==> src/rtl/serial_pkg.sv <==
// Shared types and constants for the serial adder datapath (feeder and adder).
package serial_pkg;

  typedef enum logic {
    IDLE  = 1'b0,
    SHIFT = 1'b1
  } state_t;

  localparam int SERIAL_WIDTH_DEFAULT = 8;

endpackage

==> src/rtl/serial_operand_feeder_shreg_piso.sv <==
// shreg_piso: parallel-load, right-shift register that exposes only its LSB.
// Load takes priority over shift; zeros enter from the MSB side.
module shreg_piso
  import serial_pkg::*;
#(
  parameter int WIDTH = SERIAL_WIDTH_DEFAULT
) (
  input  logic             clk,
  input  logic             rst_n,
  input  logic             load,
  input  logic             shift,
  input  logic [WIDTH-1:0] din,
  output logic             lsb
);

  logic [WIDTH-1:0] data;

  always_ff @(posedge clk or negedge rst_n) begin
    if (!rst_n) begin
      data <= '0;
    end else if (load) begin
      data <= din;
    end else if (shift) begin
      data <= {1'b0, data[WIDTH-1:1]};
    end
  end

  assign lsb = data[0];

endmodule

==> src/rtl/serial_operand_feeder.sv <==
// Parallel-to-serial front end of the serial adder: emits operand bit pairs LSB first.
// Optional subtract mode (sub_in, inverted B, cin_init=1) is enabled by SERIAL_FEEDER_SUB_EN.
module serial_operand_feeder
  import serial_pkg::*;
#(
  parameter int WIDTH = SERIAL_WIDTH_DEFAULT
) (
  input  logic             clk,
  input  logic             rst_n,
  input  logic             in_valid,
  output logic             in_ready,
  input  logic [WIDTH-1:0] a_in,
  input  logic [WIDTH-1:0] b_in,
`ifdef SERIAL_FEEDER_SUB_EN
  input  logic             sub_in,
`endif
  output logic             bit_valid,
  input  logic             bit_ready,
  output logic             a_bit,
  output logic             b_bit,
  output logic             first_bit,
  output logic             last_bit,
  output logic             cin_init,
  output logic             busy
);

  localparam int CW = $clog2(WIDTH);
  localparam logic [CW-1:0] LAST_BEAT = CW'(WIDTH - 1);

  state_t          state;
  state_t          state_next;
  logic [CW-1:0]   count;
  logic            sub_flag;
  logic            accept;
  logic            beat_xfer;
  logic            a_lsb;
  logic            b_lsb;

  assign bit_valid = (state == SHIFT);
  assign busy      = (state == SHIFT);
  assign first_bit = bit_valid && (count == '0);
  assign last_bit  = bit_valid && (count == LAST_BEAT);
  assign beat_xfer = bit_valid && bit_ready;
  // Accepting during the final beat lets back-to-back words run without a bubble.
  assign in_ready  = (state == IDLE) || (last_bit && bit_ready);
  assign accept    = in_valid && in_ready;

  always_ff @(posedge clk or negedge rst_n) begin
    if (!rst_n) begin
      state <= IDLE;
    end else begin
      state <= state_next;
    end
  end

  always_comb begin
    state_next = state;
    unique case (state)
      IDLE:    if (accept) state_next = SHIFT;
      SHIFT:   if (beat_xfer && last_bit && !accept) state_next = IDLE;
      default: state_next = IDLE;
    endcase
  end

  // The counter wraps to 0 on the last beat so it never exceeds WIDTH-1.
  always_ff @(posedge clk or negedge rst_n) begin
    if (!rst_n) begin
      count <= '0;
    end else if (accept) begin
      count <= '0;
    end else if (beat_xfer) begin
      count <= last_bit ? '0 : count + 1'b1;
    end
  end

`ifdef SERIAL_FEEDER_SUB_EN
  always_ff @(posedge clk or negedge rst_n) begin
    if (!rst_n) begin
      sub_flag <= 1'b0;
    end else if (accept) begin
      sub_flag <= sub_in;
    end
  end
`else
  assign sub_flag = 1'b0;
`endif

  shreg_piso #(.WIDTH(WIDTH)) u_shreg_a (
    .clk   (clk),
    .rst_n (rst_n),
    .load  (accept),
    .shift (beat_xfer),
    .din   (a_in),
    .lsb   (a_lsb)
  );

  shreg_piso #(.WIDTH(WIDTH)) u_shreg_b (
    .clk   (clk),
    .rst_n (rst_n),
    .load  (accept),
    .shift (beat_xfer),
    .din   (b_in),
    .lsb   (b_lsb)
  );

  assign a_bit    = a_lsb;
  assign b_bit    = b_lsb ^ sub_flag;
  assign cin_init = sub_flag;

endmodule

==> config.mk <==
export PLATFORM = sky130hd
export DESIGN_NAME = serial_operand_feeder
export DESIGN_NICKNAME = d
export VERILOG_FILES = /design/src/rtl/serial_pkg.sv /design/src/rtl/serial_operand_feeder_shreg_piso.sv /design/src/rtl/serial_operand_feeder.sv
export SDC_FILE = /design/constraint.sdc
export NUM_CORES = 1
export LEC_CHECK = 0
export CORE_ASPECT_RATIO = 0.9
export CORE_MARGIN = 5
export CORE_UTILIZATION = 35
export CTS_CLUSTER_SIZE = 30
export DETAILED_ROUTE_END_ITERATION = 8
export PLACE_DENSITY = 0.64
export SLEW_MARGIN = 20
export SYNTH_ARGS = -nofsm -noshare
export SYNTH_HDL_FRONTEND = slang
export SYNTH_HIERARCHICAL = 1
export SYNTH_SLANG_ARGS = --single-unit
==> constraint.sdc <==
create_clock -name clk -period 1.6 [get_ports clk]
set_input_delay 0.32 -clock clk [delete_from_list [all_inputs] [get_ports clk]]
set_output_delay 0.32 -clock clk [all_outputs]
set_load 0.05 [all_outputs]
# After elaboration in Yosys (flattened, before gate mapping)
# Index checks and enable logic that the tools add are counted.
[word_totals] output_inout_bits=8 word_cells=28 ff_bits=20 input_bits=20
[op_classes] n_reduce_logical=11 bitwise=1 muxes=10 addsub=1 n_eq_ne=1
[ops] operator="8-bit two-way mux" n=4
[ops] operator="3-bit two-way mux" n=3
[ops] operator="1-bit logical AND" n=7
[ops] operator="3-bit by 1-bit adder with 3-bit output, second input constant" n=1
[ops] operator="3-bit equality test, second input constant" n=1
[ops] operator="3-bit zero test" n=1
[ops] operator="1-bit two-way mux" n=2
[ops] operator="1-bit case mux with 2 select lines" n=1
[ops] operator="2-bit nonzero test" n=1
[ops] operator="1-bit zero test" n=1
[ops] operator="1-bit logical OR" n=1
[ops] operator="1-bit inverter" n=1

# Logic depth before layout (Yosys ltp)
# Gate-level depths: netlist of run 1.
[logic_depth] ltp_word=9 depth_mapped=7 mapped_depth_nobuf=6

# Hierarchy
# The synthesis of run 1 kept the hierarchy.
[modules_own_cells] mod="shreg_piso" seq_area_each_um2=200.2 n_inst=2 cells_per_inst=34 area_per_inst_um2=369.1
[modules_own_cells] mod="serial_operand_feeder" seq_area_each_um2=100.1 n_inst=1 cells_per_inst=29 area_per_inst_um2=276.5

# Worst setup path before layout of run 1
# Ideal clock, no wire load.
[synth_path] path_kind="reg2out" from="register state, in the netlist bit_valid" to="output port first_bit" t_required_ns=1.280 stages_incl_launch_ff=3 t_arrival_ns=1.482 setup_slack_ns=-0.202 path_buffers=0 path_cell_list="dfrtp_1 -> nand2_1 -> nor2_1"
[synth_between] elab_chain_cells=1
[synth_rtl] item="start: declaration" line_no="serial_operand_feeder.sv:30" text="state_t state;"
[synth_rtl] item="start signal: assignment" line_no="serial_operand_feeder.sv:52" text="state <= state_next;"
[synth_rtl] item="1-bit logical AND" line_no="serial_operand_feeder.sv:41" text="assign first_bit = bit_valid && (count == '0);"
[synth_rtl] item="end: declaration" line_no="serial_operand_feeder.sv:21" text="output logic first_bit,"
# Every way passes these cells.

# Worst setup path in the final report of run 1
[layout_path] from="register count[0]" to="output port in_ready"
[layout_between] elab_chain_cells=4
[layout_rtl] item="start: declaration" line_no="serial_operand_feeder.sv:32" text="logic [CW-1:0] count;"
[layout_rtl] item="start signal: assignment" line_no="serial_operand_feeder.sv:72" text="count <= last_bit ? '0 : count + 1'b1;"
[layout_rtl] item="3-bit equality test" line_no="serial_operand_feeder.sv:42" text="assign last_bit = bit_valid && (count == LAST_BEAT);"
[layout_rtl] item="1-bit logical AND" line_no="serial_operand_feeder.sv:42"
[layout_rtl] item="1-bit logical AND" line_no="serial_operand_feeder.sv:45" text="assign in_ready = (state == IDLE) || (last_bit && bit_ready);"
[layout_rtl] item="1-bit logical OR" line_no="serial_operand_feeder.sv:45"
[layout_rtl] item="end: declaration" line_no="serial_operand_feeder.sv:11" text="output logic in_ready,"
# Every way passes these cells.

==> results_tabular.tex, run 1 <==
\begin{tabular}{lr}
\hline
Metric & Value \\
\hline
\multicolumn{2}{l}{\textbf{Route}} \\
\quad Vias & 832 \\
\quad Per-cell via count in the routed design & 4.674 \\
\quad First-pass iteration count of the detailed router & 2 \\
\quad Initial drt markers & 16 \\
\quad DRT Wirelength & 2489 um \\
\quad Remaining number of nets flagged by the antenna check after routing & 0 \\
\quad DRC viols & 0 \\
\quad Routed wirelength normalized by instance count & 13.98 um \\
\multicolumn{2}{l}{\textbf{Outcome}} \\
\quad Violated checks & setup timing \\
\quad Outcome & finished with violations \\
\multicolumn{2}{l}{\textbf{Synthesis}} \\
\quad Post-synthesis instance total & 97 \\
\quad Synth top area share & 49.32\% \\
\quad Leading cell types by total area after synthesis & sky130\_fd\_sc\_hd\_\_dfrtp\_1 49\%, sky130\_fd\_sc\_hd\_\_mux2i\_1 15\%, sky130\_fd\_sc\_hd\_\_o21ai\_1 6.9\% \\
\quad Most frequent cell after synthesis & sky130\_fd\_sc\_hd\_\_dfrtp\_1 \\
\quad Net count of the mapped netlist & 120 \\
\quad Number of synthesized flops with an enable pin & 0 \\
\quad Netlist cell types & 22 \\
\quad Post-Synthesis Cell Area & 1015 um2 \\
\quad Number of flip-flops and latches in the synthesized netlist & 20 \\
\quad Mean instance size in the synthesized netlist & 10.46 um2 \\
\quad Async S/R FF share, synth & 100.0\% \\
\quad Largest area contributor in the netlist & sky130\_fd\_sc\_hd\_\_dfrtp\_1 \\
\quad Most frequent cells after synthesis & 20 x sky130\_fd\_sc\_hd\_\_dfrtp\_1, 18 x sky130\_fd\_sc\_hd\_\_nand2\_1, 15 x sky130\_fd\_sc\_hd\_\_mux2i\_1, 14 x sky130\_fd\_sc\_hd\_\_o21ai\_1, 4 x sky130\_fd\_sc\_hd\_\_buf\_6 \\
\quad Fraction of the yosys area taken by sequential cells & 49.32\% \\
\quad Synth Flop Type & sky130\_fd\_sc\_hd\_\_dfrtp\_1 \\
\quad Yosys synthesis warning count & 6 \\
\multicolumn{2}{l}{\textbf{Finish}} \\
\quad Finished Cell Area & 1724 um2 \\
\quad Area used by sequential logic in the layout & 501.7 um2 \\
\quad Synthesis-to-finish area growth & 69.91\% \\
\quad Antenna fix cells & 0 \\
\quad Ratio of cells with drive above 1 in the final layout & 43.48\% \\
\quad Fillers & 231 \\
\quad Footprint of the multi-input gates & 604.3 um2 \\
\quad NumNets Final & 162 \\
\multicolumn{2}{l}{\textbf{Floorplan}} \\
\quad Top-level I/O count & 28 \\
\quad Count of standard-cell rows & 18 \\
\quad Area of the core & 2770 um2 \\
\quad Die width & 66.76 um \\
\quad Die extent in y & 61.08 um \\
\quad Area of the die & 4077 um2 \\
\quad Effective utilization at floorplan & 36.63\% \\
\multicolumn{2}{l}{\textbf{Worst setup path}} \\
\quad Class of the most critical setup path & flip-flop to output port \\
\quad CP max FO & 2 \\
\quad Crit. End Element & output port \\
\quad Capture instance of the worst register-to-register path & u\_shreg\_a/data[7] \\
\quad Critical Path Start Type & flip-flop \\
\quad Slack of the worst reg-to-reg path & -0.01 ns \\
\quad Endpoint required time on the critical path & 1.28 ns \\
\quad Crit path arrival time & 1.56 ns \\
\quad Source of the worst register-to-register timing path & count[0] \\
\quad R2r worst-path depth & 8 \\
\multicolumn{2}{l}{\textbf{Power and ir drop}} \\
\quad Fraction of power spent switching nets & 36.68\% \\
\quad Sum of internal, switching and leakage power & 2.177 mW \\
\quad Internal portion of total power & 1.378 mW \\
\quad Portion of total power attributed to the clock network & 13.7\% \\
\quad Sw power & 798.5 uW \\
\quad Leakage power & 0.8058 nW \\
\quad Flop pwr share & 35.7\% \\
\quad Worst vdd ir & 0.0005278 V \\
\quad Logic gate share of total power & 50.6\% \\
\quad Pwr dens & 1263 nW/um2 \\
\multicolumn{2}{l}{\textbf{Timing}} \\
\quad Final worst path period share & 117.2\% \\
\quad Clock period minus final worst setup slack & 1.876 ns \\
\quad Final critical-path setup slack & -0.2755 ns \\
\quad Hold Violations, Final & 0 \\
\quad RSZ-0062 raised after global routing & true \\
\quad Final clock skew & 0.002543 ns \\
\quad Max Freq & 533.2 MHz \\
\quad Number of setup violations in the final report & 5 \\
\quad Max Transition Viols Final & 0 \\
\multicolumn{2}{l}{\textbf{Clock network}} \\
\quad Clock latency on the worst-skew pair & 0.30 ns \\
\quad Number of buffers inserted for hold repair after clock tree synthesis & 0 \\
\quad Cts bufs inserted & 3 \\
\quad Clock transition at the registers of the reported paths & 0.11 ns \\
\quad Buffer depth of the longest clock path & 2 \\
\quad \# clock sinks & 20 \\
\quad H-tree lvl count & 1 \\
\quad CTS tree & yes \\
\quad Root Driver & sky130\_fd\_sc\_hd\_\_clkbuf\_4 \\
\multicolumn{2}{l}{\textbf{GRT}} \\
\quad GRT Util Overall & 12.44\% \\
\quad Maximum number of pins on one net before global-route repair & 21 \\
\quad Via count of the first global-routing pass & 813 \\
\quad Global-route wire length before repair & 3767 um \\
\quad Antenna violations before repair & 0 \\
\quad Total gr overflow & 0 \\
\multicolumn{2}{l}{\textbf{Flow run}} \\
\quad Max-Cap Viols & 0 \\
\multicolumn{2}{l}{\textbf{Placement}} \\
\quad HPWL after detailed placement & 1516 um \\
\quad \# port buffers & 26 \\
\quad Placed inst area & 1424 um2 \\
\quad Final weighted congestion of routability-driven global placement & 0.7134 \\
\multicolumn{2}{l}{\textbf{Worst hold path}} \\
\quad Class of the most critical hold timing path & primary input to asynchronous set/reset pin \\
\hline
\end{tabular}
## metal layers
layer | vias up | GRT usage [%] | share of wire [%]
li1 | 411 | - | -
met1 | 396 | 16.26 | 45
met2 | 19 | 19.63 | 50
met3 | 6 | 3.832 | 2.9
met4 | 0 | 4.638 | 2.1
met5 | - | 0 | 0
## per-stage QoR
step	cells	setup WS, ns	utilization (%)	hold slack (ns)	setup TNS (ns)
after floorplan	97	0.03020	-	0.02441	0
after global placement	168	-0.07392	51.40	0.5305	-0.3433
after detailed placement	168	-0.1053	51.40	0.5412	-0.7416
after CTS	176	-0.2645	56.23	0.3328	-0.7417
after global routing	178	-0.3513	62.24	0.3434	-1.909
final	178	-0.2755	62.24	0.3347	-0.6729
## kinds of logic after synthesis
family	Yosys count	share of synthesized area (%)
flops	20	49.32
simple gates	30	14.30
fa+ha+maj	3	3.700
other cells	1	0.3696
buf+inv	9	7.028
compound gates	19	10.48
mux	15	14.80
## registers in the layout, indices dropped and copies added, names as in the netlist
name,flops
bit_valid,1
count,3
u_shreg_a/data,8
u_shreg_b/data,8
## power groups by stage
stage	clock [mW]	combinational (mW)	sequential, mW
3_5_place_dp	0	0.831	0.774
6_report	0.298	1.10	0.777
2_1_floorplan	0	0.400	0.844
4_1_cts	0.309	0.940	0.769
3_3_place_gp	0	0.811	0.763
5_1_grt	0.329	1.19	0.798
## area by class of cell
cell class	count	area share [%]
Sequential cell	20	29.10
Timing Repair Buffer	43	29.90
Inverter	3	0.9434
Tap cell	40	2.903
Clock buffer	4	2.105
Multi-Input combinational cell	68	35.05
## layout by cell type (no fill, tap or decap), types with 2 or more instances in the layout
cell type	netlist	routed
sky130_fd_sc_hd__mux2i_1	15	15
sky130_fd_sc_hd__clkbuf_4	0	3
sky130_fd_sc_hd__inv_4	0	2
sky130_fd_sc_hd__nand2_2	0	2
sky130_fd_sc_hd__buf_4	2	10
sky130_fd_sc_hd__dfrtp_1	20	19
sky130_fd_sc_hd__nand2_1	18	10
sky130_fd_sc_hd__clkdlybuf4s50_1	0	19
sky130_fd_sc_hd__buf_12	0	7
sky130_fd_sc_hd__o21ai_2	0	10
sky130_fd_sc_hd__buf_6	4	4
sky130_fd_sc_hd__o21ai_1	14	5
sky130_fd_sc_hd__ha_4	0	2
sky130_fd_sc_hd__nand2b_4	0	2
sky130_fd_sc_hd__clkbuf_16	0	2
sky130_fd_sc_hd__nand2_4	0	6
## worst max-delay path, stage by stage, from the launching register on
cell and delay (ns):
sky130_fd_sc_hd__dfrtp_1 0.42, sky130_fd_sc_hd__ha_2 0.21, sky130_fd_sc_hd__ha_4 0.16, sky130_fd_sc_hd__a21boi_2 0.15
sky130_fd_sc_hd__buf_4 0.14, sky130_fd_sc_hd__inv_4 0.03, sky130_fd_sc_hd__buf_12 0.13
## repair_timing
| action | 4_1_cts | 5_1_grt |
|---|---|---|
| gates resized for setup | 11 | 39 |
| endpoints found under the hold margin | 0 | 0 |
| gates cloned | 1 | 2 |
| pin swaps | 4 | 11 |
| buffers inserted | 3 | 2 |
| setup endpoints to repair | 5 | 15 |
## worst max path at each step
stage                              endpoint       from  cells past startpoint  slack (ns)
after floorplan           u_shreg_a/data[6]   count[0]                      7        0.03
after global placement             in_ready  bit_ready                      5       -0.07
after detailed placement           in_ready  bit_ready                      5       -0.11
after CTS                          in_ready   count[1]                      6       -0.26
after global routing               in_ready   count[0]                      6       -0.35
final                              in_ready   count[0]                      6       -0.28
Power figures use the tool's default switching activity.
==> run 2: changes to the inputs <==
Settings changed: SLEW_MARGIN 20 to 0.
==> results of run 2 <==
Final layout, timing and power as in run 1 (identical DEF).
